`src/rtl/bx0_dly_line.sv`:
```
// Programmable marker delay: shift register with a tap mux; tap 0 passes the input through.
module bx0_dly_line #(
  parameter int MXDLY = 4
) (
  input  logic             clock,
  input  logic             reset_n,
  input  logic             din,
  input  logic [MXDLY-1:0] dly,
  output logic             dout
);

  localparam int DEPTH = (1 << MXDLY) - 1;

  logic [DEPTH-1:0] srl;
  logic [DEPTH:0]   taps;

  always_ff @(posedge clock or negedge reset_n) begin
    if (!reset_n) srl <= '0;
    else          srl <= {srl[DEPTH-2:0], din};
  end

  // Tap select is live: changing dly re-points the output without flushing.
  assign taps = {srl, din};
  assign dout = taps[dly];

endmodule

```
`config.mk`:
```
export PLATFORM = sky130hd
export DESIGN_NAME = bx0_dly_line
export DESIGN_NICKNAME = d
export VERILOG_FILES = /design/src/rtl/bx0_dly_line.sv
export SDC_FILE = /design/constraint.sdc
export NUM_CORES = 1
export LEC_CHECK = 0
export CORE_AREA = 2 2 39 41
export DETAILED_ROUTE_END_ITERATION = 10
export DIE_AREA = 0 0 41 43
export PLACE_DENSITY_LB_ADDON = 0.05
export SYNTH_ARGS = -nofsm -noshare
export SYNTH_HDL_FRONTEND = slang
export SYNTH_SLANG_ARGS = --single-unit
```
`constraint.sdc`:
```
create_clock -name clock -period 3.3 [get_ports clock]
set_input_delay 0.495 -clock clock [delete_from_list [all_inputs] [get_ports clock]]
set_output_delay 0.495 -clock clock [all_outputs]
set_load 0.1 [all_outputs]
```
## After elaboration in Yosys (flattened, before gate mapping)

Cells that the tools add are included.

| operators by class | value |
|---|---|
| order comparisons | 1 |
| multiplexer cells | 2 |

Operators with widths:

| kind | number |
|---|---|
| < comparator 4 x 5 -> 1 bit, second input constant | 1 |
| binary-select mux 1 bit (select 4 bit) | 1 |
| 2-to-1 mux 1 bit | 1 |

| storage, ports and cells | value |
|---|---|
| register bits after elaboration | 15 |
| input port bits | 7 |
| word-level logic and storage cells | 4 |

## Logic depth before layout (Yosys ltp)

| logic depth | value |
|---|---|
| depth after elaboration | 2 |
| mapped depth | 3 |

## Least setup slack after synthesis

No wires, ideal clock.

| timing | value |
|---|---|
| path type | input-to-output |
| start point | in dly[0] |
| end point | out dout |
| arrival time | 2.415 ns |
| required time | 2.805 ns |
| path slack | 0.390 ns |
| stages on the path | 3 |
| path through | mux4_1 -> mux2i_1 -> mux2i_1 |

| between the ends | value |
|---|---|
| word-level cells in the longest chain between the ends | 2 |

RTL lines:

| element | line | text |
|---|---|---|
| start: declaration | 8 | `input logic [MXDLY-1:0] dly,` |
| binary-select mux 1 bit (select 4 bit) | 24 | `assign dout = taps[dly];` |
| 2-to-1 mux 1 bit (not written as such) | 24 |  |
| end: declaration | 9 | `output logic dout` |

Every way passes these cells. The select of a mux whose other input is x is not followed.

## Worst setup path after layout

Same ends and word-level chain as after synthesis.

==> results.md <==
* Biggest area contributors in the synthesized netlist: sky130_fd_sc_hd__dfrtp_1, sky130_fd_sc_hd__mux4_1, sky130_fd_sc_hd__mux2i_1
* Max-cap viol count at 0
* Yosys warning count at 0
* Highest Clock Rate at approximately 0.37 GHz
* Data required, critical path at roughly 2800 ps
* Registers with the most flip-flops: srl x15
* Portion of synthesized cell area occupied by the leading cell type at 73.53%
* Cts bufs inserted at 3
* Startpoint of the worst hold path: srl[12]
* Number of setup violations in the final report at 0
* Leakage component of the power at around 0.28 nW
* Number of nets in the layout at 41
* Outcome: complete, no violations
* Weighted congestion at the end of routability-driven global placement at 0.6454
* Initial antenna violation count at 0
* Min setup slack post-route at roughly 600 ps
* Cell type contributing the most total cell area after synthesis: sky130_fd_sc_hd__dfrtp_1
* # rows at 14
* Number of instances in the synthesized netlist at 22
* Switch Pwr at ~0.000083 W
* Final non-filler cell area at approximately 630 sq um
* Final critical-path share of the clock period at about four fifths
* Remaining max-slew budget at the tightest pin at around three fifths
* Maximum fanout along the worst path at 4
* First-pass detailed-route iteration total at 2
* Reg-to-reg startpoint: srl[11]
* Global-route usage over all layers at 12.17%
* Grt ovf at 0
* Quantity of I/O buffers inserted on ports at 7
* Setup CP Type: input port to output port
* Total of hold buffers inserted after clock tree synthesis at 0
* Distinct cell type count after synthesis at 3
* CTS clock-pin slew for the worst setup and hold paths at 80 ps
* Arr. time, crit path at 2200 ps
* Total via count in the routed design at between 200 and 300
* Area enclosed by the die boundary at ~0.0018 sq mm
* Setup TNS at 0 ps
* Mapped Nets at 29
* DRC violation count after routing at 0
* Utilization after layout at 45.21%
* Portion of total power attributed to the clock network at 29.3%
* Register with the most flip-flops: srl
* Drt initial violations at 11
* Initial Utilization at 36.89%
* Post-synth top cells: sky130_fd_sc_hd__dfrtp_1, sky130_fd_sc_hd__mux4_1, sky130_fd_sc_hd__mux2i_1
* VDD IR-drop max at roughly 0.22 mV
* Internal Power at between 0.0002 and 0.0003 W
* Worst clock skew at about 3.5 ps
* Pre-CTS worst setup slack at 586.8 ps
* Sw Ratio at 24.59%
* Power Density at around 540 mW/mm^2
* Wire per inst at roughly 16 microns
* Quantity of gates resized following cts at 0
* Number of top-level pins at 8
* Placed wire-length estimate after detailed placement at between 500 and 600 microns
* Fraction of synthesis flops using an asynchronous set or reset pin at 100.0%
* Vertical extent of the die at around 43 microns
* Remaining antenna violation count at 0
* Clock Root Buffer: sky130_fd_sc_hd__clkbuf_4
* Reg2Reg Depth at 0
* Number of global-route vias before repair at ~260
* Share of power burned in combinational logic at 12.6%
* Total placed instance area at about 600 sq um
* Worst hold path endpoint: srl[13]
* TritonCTS clock tree: done
* Mapped Area at around 500 sq um
* Ant. Diodes at 0
* R2r endpoint: srl[12]
* Flip-flop and latch count after synthesis at 15
* Number of pins exceeding their max-slew limit in the final report at 0
* Largest register FFs at 15
* Clk sink count at 15
* Mean Syn Cell Area at 23.20 sq um
* Placeable core region at around 0.0014 sq mm
* Dominant cell by count in the synthesized netlist: sky130_fd_sc_hd__dfrtp_1
* Kind of end point of the critical path: output port
* Maximum level of the CTS H-tree at 1
* Setup repair after global routing missed its margin: false
* Startpoint Class: input port
* Clock network latency to the later pin of the worst-skew pair at between 200 and 300 ps
* R2R Setup Slk at around 2800 ps
* Worst Max-Slew Pin Slew at around 600 ps
* Largest net degree at the start of global routing at 16
* First-pass GRT wire length at about 1300 microns
* Drt via density at 5.327
* Main flop type after synthesis: sky130_fd_sc_hd__dfrtp_1
* Post-CTS setup-driven buffer insertion count at 0
* Class of the tightest hold or removal check: register to register
* Final period demand of the worst path at between 2000 and 3000 ps
* CTS max path bufs at 2
* Horiz. Die Dim at 41 microns
* Routed wire length at ~790 microns
* Fraction of the yosys area taken by sequential cells at between 70% and 80%
* Share of post-route cells with drive strength above 1 at ~15%
* Area Overhead vs Synth at 22.55%
* Count of cells along the worst hold path at 0
* Overall power at 0.0003393 W
* Number of synthesized flops with an enable pin at 0
* Seq pwr share at between 50% and 60%
* Final Hold Viols at 0
-- worst max path at each step --
stage	from	end	slack, ps	cells after the start
5_1_grt	dly[0]	dout	510	5
6_report	dly[0]	dout	600	5
2_1_floorplan	dly[0]	dout	390	3
3_5_place_dp	dly[0]	dout	590	5
3_3_place_gp	dly[0]	dout	640	5
4_1_cts	dly[0]	dout	580	5
-- area by class of cell --
| type | instances | area [sq um] |
|---|---|---|
| tap | 16 | 20.02 |
| multi-input combinational | 7 | 135.1 |
| clock buffer | 3 | 22.52 |
| sequential | 15 | 375.4 |
| timing repair buffer | 7 | 67.56 |
| fill | 113 | 758.2 |
| clock inverter | 1 | 5.005 |
-- cells in the final DEF (no fill, tap or decap), drive strengths merged --
cell            n
clkdlybuf4s50   6
mux4            4
clkinv          1
buf             1
mux2i           3
clkbuf          3
dfrtp          15
-- power groups by stage --
stage | Sequential, W | Clock (W) | Combinational [W]
2_1_floorplan | 0.000199 | 0 | 0.0000257
3_3_place_gp | 0.000200 | 0 | 0.0000424
3_5_place_dp | 0.000201 | 0 | 0.0000433
4_1_cts | 0.000198 | 0.000105 | 0.0000434
5_1_grt | 0.000199 | 0.000116 | 0.0000457
6_report | 0.000197 | 0.0000993 | 0.0000427
-- worst max-delay path, stage by stage --
cell and delay [ps]:
sky130_fd_sc_hd__clkdlybuf4s50_1 610, sky130_fd_sc_hd__mux4_1 620, sky130_fd_sc_hd__mux2i_1 150, sky130_fd_sc_hd__mux2i_1 90
sky130_fd_sc_hd__buf_4 240
-- through the flow --
stage,cells,hold WS (ps)
global route,49,390.4
global placement,45,352.5
floorplan,22,199.4
detailed placement,45,352.7
finish,49,369.4
CTS,49,372.6
-- cell families (layout without fill, tap and decap cells) --
| family | count (synthesis) | count (layout) | share of synthesized area [%] |
|---|---|---|---|
| DFF | 15 | 15 | 73.53 |
| buffers and inverters | 0 | 11 | 0 |
| muxes | 7 | 7 | 26.47 |
-- per-layer routing --
layer  track usage (%)  up-vias  routed length, microns  part of all wire (%)
li1                  -      109                       -                     -
met1             17.75      142                     339                    43
met2             14.69        8                     377                    48
met3             3.141        2                      66                   8.4
met4             10.00        0                       4                  0.51
met5                 0        -                       0                     0
No activity file was read; power rests on OpenSTA's default activity.
